**src/rtl/pc_report_tx.sv**
```systemverilog
// Frames a captured result snapshot as SOF, LEN, 20-byte body, CSUM over a valid/ready byte stream.
// SOF is presented one cycle after the request; ready low holds the byte; a long stall aborts the packet.
module pc_report_tx #(
    parameter logic [7:0]  SOF_BYTE       = 8'hA5,
    parameter logic [7:0]  PKT_TYPE       = 8'h52,
    parameter int unsigned TIMEOUT_CYCLES = 1024
) (
    input  logic        clk,
    input  logic        rst,
    input  logic        report_req,
    input  logic [15:0] error_count,
    input  logic [31:0] min_latency,
    input  logic [31:0] max_latency,
    input  logic [31:0] avg_latency,
    input  logic [31:0] throughput,
    output logic        pc_rsp_valid,
    output logic [7:0]  pc_rsp_data,
    input  logic        pc_rsp_ready,
    output logic        busy,
    output logic        pkt_done,
    output logic        tx_timeout,
    output logic        req_dropped,
    output logic [7:0]  seq_num
);

    localparam logic [2:0] S_IDLE = 3'd0;
    localparam logic [2:0] S_SOF  = 3'd1;
    localparam logic [2:0] S_LEN  = 3'd2;
    localparam logic [2:0] S_BODY = 3'd3;
    localparam logic [2:0] S_CSUM = 3'd4;

    localparam logic [7:0]  LEN_BYTE = 8'h14;
    localparam logic [4:0]  LAST_IDX = 5'd19;
    localparam logic [31:0] TO_LAST  = TIMEOUT_CYCLES - 1;

    logic [2:0]  state;
    logic [4:0]  idx;
    logic [7:0]  csum;
    logic [31:0] stall_cnt;

    logic [15:0] cur_err;
    logic [31:0] cur_min, cur_max, cur_avg, cur_thr;
    logic        pending;
    logic [15:0] pend_err;
    logic [31:0] pend_min, pend_max, pend_avg, pend_thr;

    logic        xfer;
    logic        stalled;
    logic        timeout_hit;
    logic        csum_xfer;
    logic        start;
    logic [7:0]  body_b [20];

    assign pc_rsp_valid = (state != S_IDLE);
    assign busy         = (state != S_IDLE);
    assign xfer         = pc_rsp_valid && pc_rsp_ready;
    assign stalled      = pc_rsp_valid && !pc_rsp_ready;
    assign timeout_hit  = (TIMEOUT_CYCLES != 0) && stalled && (stall_cnt == TO_LAST);
    assign csum_xfer    = (state == S_CSUM) && xfer;
    // A request arriving with the CSUM transfer starts the next packet directly when no snapshot waits.
    assign start        = ((state == S_IDLE) && report_req) ||
                          (csum_xfer && (pending || report_req));

    always_comb begin
        body_b[0] = PKT_TYPE;
        body_b[1] = seq_num;
        body_b[2] = cur_err[15:8];
        body_b[3] = cur_err[7:0];
        for (int k = 0; k < 4; k++) begin
            body_b[4 + k]  = cur_min[8*(3-k) +: 8];
            body_b[8 + k]  = cur_max[8*(3-k) +: 8];
            body_b[12 + k] = cur_avg[8*(3-k) +: 8];
            body_b[16 + k] = cur_thr[8*(3-k) +: 8];
        end
    end

    always_comb begin
        pc_rsp_data = 8'h00;
        case (state)
            S_SOF:   pc_rsp_data = SOF_BYTE;
            S_LEN:   pc_rsp_data = LEN_BYTE;
            S_BODY:  pc_rsp_data = body_b[idx];
            S_CSUM:  pc_rsp_data = 8'h00 - csum;
            default: pc_rsp_data = 8'h00;
        endcase
    end

    always_ff @(posedge clk) begin
        if (rst) begin
            state       <= S_IDLE;
            idx         <= 5'd0;
            csum        <= 8'h00;
            stall_cnt   <= 32'd0;
            seq_num     <= 8'h00;
            pkt_done    <= 1'b0;
            tx_timeout  <= 1'b0;
            req_dropped <= 1'b0;
            pending     <= 1'b0;
            cur_err     <= 16'h0;
            cur_min     <= 32'h0;
            cur_max     <= 32'h0;
            cur_avg     <= 32'h0;
            cur_thr     <= 32'h0;
            pend_err    <= 16'h0;
            pend_min    <= 32'h0;
            pend_max    <= 32'h0;
            pend_avg    <= 32'h0;
            pend_thr    <= 32'h0;
        end else begin
            pkt_done    <= 1'b0;
            tx_timeout  <= 1'b0;
            req_dropped <= 1'b0;

            if ((state == S_IDLE) || xfer) begin
                stall_cnt <= 32'd0;
            end else if (stalled) begin
                stall_cnt <= stall_cnt + 32'd1;
            end

            if (timeout_hit) begin
                state      <= S_IDLE;
                pending    <= 1'b0;
                tx_timeout <= 1'b1;
            end else begin
                case (state)
                    S_SOF: begin
                        if (xfer) state <= S_LEN;
                    end
                    S_LEN: begin
                        if (xfer) begin
                            csum  <= csum + pc_rsp_data;
                            idx   <= 5'd0;
                            state <= S_BODY;
                        end
                    end
                    S_BODY: begin
                        if (xfer) begin
                            csum <= csum + pc_rsp_data;
                            if (idx == LAST_IDX) state <= S_CSUM;
                            else                 idx   <= idx + 5'd1;
                        end
                    end
                    S_CSUM: begin
                        if (xfer) begin
                            seq_num  <= seq_num + 8'd1;
                            pkt_done <= 1'b1;
                            state    <= S_IDLE;
                        end
                    end
                    default: ;
                endcase

                if (start) begin
                    state   <= S_SOF;
                    csum    <= 8'h00;
                    pending <= 1'b0;
                    cur_err <= pending ? pend_err : error_count;
                    cur_min <= pending ? pend_min : min_latency;
                    cur_max <= pending ? pend_max : max_latency;
                    cur_avg <= pending ? pend_avg : avg_latency;
                    cur_thr <= pending ? pend_thr : throughput;
                end

                if (report_req && (state != S_IDLE)) begin
                    if (pending) begin
                        req_dropped <= 1'b1;
                    end else if (!csum_xfer) begin
                        pending  <= 1'b1;
                        pend_err <= error_count;
                        pend_min <= min_latency;
                        pend_max <= max_latency;
                        pend_avg <= avg_latency;
                        pend_thr <= throughput;
                    end
                end
            end
        end
    end

endmodule
```
**config.mk**
```make
export PLATFORM = sky130hd
export DESIGN_NAME = pc_report_tx
export DESIGN_NICKNAME = d
export VERILOG_FILES = /design/src/rtl/pc_report_tx.sv
export SDC_FILE = /design/constraint.sdc
export NUM_CORES = 1
export LEC_CHECK = 0
export CORE_MARGIN = 5
export CORE_UTILIZATION = 45
export CTS_BUF_LIST = sky130_fd_sc_hd__clkbuf_4
export DETAILED_ROUTE_END_ITERATION = 6
export PLACE_DENSITY = 0.68
export SKIP_LAST_GASP = 1
export SLEW_MARGIN = 20
export SYNTH_ARGS = -nofsm -noshare
export SYNTH_HDL_FRONTEND = slang
export SYNTH_SLANG_ARGS = --single-unit
```
**constraint.sdc**
```tcl
create_clock -name clk -period 3.58 [get_ports clk]
set_input_delay 0.537 -clock clk [delete_from_list [all_inputs] [get_ports clk]]
set_output_delay 0.537 -clock clk [all_outputs]
set_load 0.005 [all_outputs]
```
# Yosys cells after proc, flatten, opt, wreduce, memory -nomap -nowiden
# Cells that the tools add are included.
[word_totals]
ff_bits = 348
input_bits = 148
out_inout_bits = 21
[classes]
n_addsub = 5
order_cmp = 1
n_eq_ne = 17
mux = 30
n_bitwise = 6
reduce_logical = 31
[ops]
columns = ["operator", "n"]
rows = [
  ["2-to-1 mux 32 bit", 4],
  ["binary-select mux 8 bit (select 5 bit)", 1],
  ["2-to-1 mux 8 bit", 5],
  ["adder 32 x 1 -> 32 bit (second input constant)", 1],
  ["== test 32 x 10 -> 1 bit (second input constant)", 1],
  ["case mux 8 bit (4 select lines)", 1],
  ["2-to-1 mux 16 bit", 1],
  ["2-to-1 mux 3 bit", 5],
  ["2-to-1 mux 5 bit", 3],
  ["!= test 3 bit (second input constant)", 5],
  ["!= test 2 bit (second input constant)", 6],
  ["case mux 3 bit (4 select lines)", 1],
  ["AND reduction 6 bit", 2],
  ["case mux 5 bit (2 select lines)", 1],
  ["OR reduction 3 bit", 3],
  ["adder 8 x 1 -> 8 bit (second input constant)", 1],
  ["adder 8 bit", 1],
  ["2-to-1 mux 1 bit", 8],
  ["subtractor 1 x 8 -> 8 bit (first input constant)", 1],
  ["logical AND 1 bit", 7],
  ["== test 3 x 2 -> 1 bit (second input constant)", 2],
  [">= comparator 6 bit (second input constant)", 1],
  ["inverter 5 -> 6 bit", 1],
  ["AND reduction 3 bit", 2],
  ["16 further kinds", 26],
]

# Depth between registers and ports, before layout
# Gate-level depths: netlist of run 1.
[depth]
ltp_word = 9
mapped_depth = 18
depth_no_buf = 15

# Least setup slack after synthesis of run 1
# Ideal clock, no wire load.
[synth_timing]
path_type = "register to register"
startpoint = "register idx[0]"
endpoint = "register csum[6]"
setup_ns = 0.070
t_arrival_ns = 3.552
slack_ns = -0.043
stages_incl_launch_ff = 17
path_cell_list = "dfxtp_1 buf_4 buf_2 buf_4 mux4_2 mux4_2 a21oi_1 o32ai_1 ha_1 fa_1 a21o_1 a21o_1 a21o_1 a21oi_1 xnor2_1 nand2_1 a21oi_1"
[synth_between]
elab_chain_cells = 9
[synth_lines]
columns = ["item", "line", "source"]
rows = [
  ["start: declaration", "37", "logic [4:0] idx;"],
  ["start signal: assignment", "140", "else idx <= idx + 5'd1;"],
  ["inverter 5 -> 6 bit (implied by the code)", "82", "S_BODY: pc_rsp_data = body_b[idx];"],
  ["binary-select mux 8 bit (select 5 bit)", "82", ""],
  ["2-to-1 mux 8 bit (implied by the code) (2 in a row)", "82", ""],
  ["case mux 8 bit (4 select lines)", "79", "case (state)"],
  ["via pc_rsp_data[0]", "17", "output logic [7:0] pc_rsp_data,"],
  ["adder 8 bit", "131, 138", ""],
  ["2-to-1 mux 8 bit", "130, 137", ""],
  ["2-to-1 mux 8 bit", "-", ""],
  ["2-to-1 mux 8 bit", "153", "if (start) begin"],
  ["end signal: assignment", "131", "csum <= csum + pc_rsp_data;"],
  ["end signal: assignment", "138", "csum <= csum + pc_rsp_data;"],
  ["end: declaration", "38", "logic [7:0] csum;"],
]
# The timed path passes the listed nets, and every way through them passes these cells. The select of a mux whose other input is x is not followed.
# A chain may end at the register's enable or synchronous reset.

# Final worst setup path of run 1
[layout_timing]
startpoint = "register idx[2]"
endpoint = "output pc_rsp_data[2]"
[layout_between]
elab_chain_cells = 5
[layout_lines]
columns = ["item", "line"]
rows = [
  ["inverter 5 -> 6 bit (implied by the code)", "82"],
  ["binary-select mux 8 bit (select 5 bit)", "82"],
  ["2-to-1 mux 8 bit (implied by the code) (2 in a row)", "82"],
  ["case mux 8 bit (4 select lines)", "79"],
  ["end: declaration", "17"],
]
# No other way between the ends. The select of a mux whose other input is x is not followed.

==> results of run 1 <==
## worst max path at each step
stage | endpoint | slack [ns] | cells past startpoint
floorplan | csum[6] | 0.03 | 16
global route | pc_rsp_data[7] | -0.12 | 10
finish | pc_rsp_data[2] | -0.01 | 7
detailed placement | csum[6] | -0.07 | 14
CTS | pc_rsp_data[7] | -0.16 | 10
global placement | csum[7] | -0.08 | 15
## cell families after synthesis
family | after synthesis
flops | 348
fa+ha+maj | 12
compound gates | 382
xor+xnor | 40
simple gates | 630
mux | 194
buf+inv | 152
## final cells by class
cell class / instances / area share, %
flip-flops and latches: 348 / 36.5
clock buffers: 142 / 5.57
clock inverters: 18 / 0.477
inverters: 11 / 0.216
multi-input cells: 1258 / 42.0
repair buffers: 231 / 12.3
well taps: 455 / 2.97
diodes: 1 / 0.0131
## per-layer routing
| layer | part of all wire, % | GRT usage (%) | routed length, um |
|---|---|---|---|
| met5 | 0.027 | 0 | 12 |
| met4 | 2.5 | 6.98 | 1080 |
| met3 | 5.7 | 4.33 | 2510 |
| met2 | 46 | 34.5 | 19900 |
| met1 | 46 | 31.5 | 20200 |
## per-stage QoR
step	area, um^2	cells
4_1_cts	19000	2459
6_report	19100	2464
5_1_grt	19100	2464
2_1_floorplan	15600	1758
3_5_place_dp	17600	2284
3_3_place_gp	17600	2284
## power by group
part | leakage [nW] | switching (mW) | internal, mW | total [mW]
Sequential | 2.85 | 0.196 | 4.15 | 4.34
Clock | 0.694 | 1.64 | 1.80 | 3.45
Combinational | 3.27 | 0.728 | 0.612 | 1.34
## synth_stat cells, drive strengths merged, types with 12 or more instances
cell type  number  area, um^2
nor3           12        80.1
mux4           33         743
mux2i         153        1530
or3            12        75.1
nor2          207         787
buf            68         437
a21oi         179         896
clkbuf         73         274
nand3          24         120
dfxtp         348        6970
nand2         329        1230
xor2           24         210
o21ai          23         115
a211oi        151        1130
xnor2          16         140
## repair_timing
item	4_1_cts	5_1_grt
endpoints found under the setup margin	10	10
pin swaps	11	16
resized for setup	53	25
buffers inserted	15	5
==> run metrics, run 1 <==
largest family of logic cells by synthesized area=simple AND/OR/NAND/NOR gates; DP HPWL=30000 um; cell breakdown of the critical path=buf_8 > mux4_2 > mux4_2 > a22oi_2 > a31oi_2 > buf_4 > dlygate4sd2_1; Fill cells=about 3200; outcome=finished, violations left; final WL=about 44000 um; Initial Util=a little under half; fin crit period=about 3.6 ns; Post-synth top flop=dfxtp_1; RSZ-0062 raised after global routing=true; critical path's slowest cell=mux4_2; Hold Path Cell Cnt=2; post-synthesis register bit count=roughly 350; WHS=about 0.25 ns; vias in the first global route=~13000; antenna violations before repair=2; # DRC=0; hold buffers post-CTS=0; clk slew on worst S/H paths=approximately 0.070 ns; clock buffer depth=3; synth-to-layout area growth=22.9%; Synth Area in Compound Gates=about 15%; CP Buf/Inv Count=3; worst vdd rail ir drop=around 240 uV; share of layout cells above drive strength 1=around 15%; Fin. Hold Viols=0; fmax=278 MHz; delay-heaviest family, CP=multiplexers; CP required=3.04 ns; fin util=55.7%; CTS tree=done; max_cap viols=0; DP Worst Slack=-0.0666 ns; gr usage total=~22%; XOR/XNOR Fraction of Synth Area=2.25%; clock sinks=348; die width=approximately 200 um; hold_sp=rst; Worst-Skew Late Latency=0.74 ns; GP Congestion=between 0.8 and 0.9; CP Class=flip-flop to output pin; synth unique cells=54; Hold EP=idx[0]; most frequent CP cell=mux4_2; syn_area_per_cell=~9 um^2; grt total ovfl=0; synthesized instance count=~1800; Syn. warnings=0; Hold Crit Class=input pin to flip-flop; Sequential cell area=0.00698 mm^2; per-cell routed wire length=about 18 um; post-route ant nets=0; io pins=roughly 170; worst r2r src=idx[0]; vias=13400; DR iter-0 viols=a little under 1000; Synth Area in Simple Gates=between 10% and 20%; async set or reset register ratio after synthesis=0%; startpoint types=flip-flop; LEAKAGE=6.81 nW; most frequent cells in the layout=343 x dfxtp_1, 329 x nand2_1, 205 x nor2_1, 172 x a21oi_1, 159 x clkdlybuf4s50_1; TritonCTS Buffers=a little over 90; IO buf count=~170; Total Power=9.13 mW; post-synthesis mux area share=~15%; Max FO, Critical Path=7; Power Dens Cells=between 400 and 500 mW/mm^2; Worst R2R Path Depth=20; Multi-input gate area=about 0.008 mm^2; CP Capture Type=output pin; DRT Pass-1 Iters=5; final setup violating endpoints=2; first-pass GRT wire length=just under 70000 um; commonest non-fill, non-tap cell in the layout=dfxtp_1; fraction of the mapped netlist area in adder cells=~1.0%; Setup WS post-layout=-0.0116 ns; H-tree levels=3; Worst path max stage delay=0.53 ns; syn nets=1918; TNS Setup=-0.0156 ns; Fin Clk Skew=0.0555 ns; register area share after synthesis=44.7%; Final Slew Violations=0; worst reg2reg endpoint=csum[7]; worst setup path startpoint=idx[2]; final worst path period share=100%; fin nets=around 2100; pin count of the biggest net entering global routing=roughly 140; CP arrival=slightly above 3 ns; Die Ht=about 200 um; die area=0.0384 mm^2; Std-Cell Rows=68; worst slew pin tran=~0.76 ns; clk root buf=clkbuf_4; synthesized area=between 0.015 and 0.02 mm^2; violated checks=negative setup slack; Post-synth EDFFs=0; via density per instance=between 5 and 6; CORE AREA=approximately 0.034 mm^2; max_slew headroom=49.1%; R2R Setup Slk=0 ns
Power figures use the tool's default switching activity.
==> run 2, diff against run 1 <==
--- a/config.mk
+++ b/config.mk
@@ -9,6 +9,7 @@
 export CORE_UTILIZATION = 45
 export CTS_BUF_LIST = sky130_fd_sc_hd__clkbuf_4
 export DETAILED_ROUTE_END_ITERATION = 6
+export HOLD_SLACK_MARGIN = 0.03
 export PLACE_DENSITY = 0.68
 export SKIP_LAST_GASP = 1
 export SLEW_MARGIN = 20
==> results of run 2 <==
Final layout, timing and power as in run 1 (identical DEF).
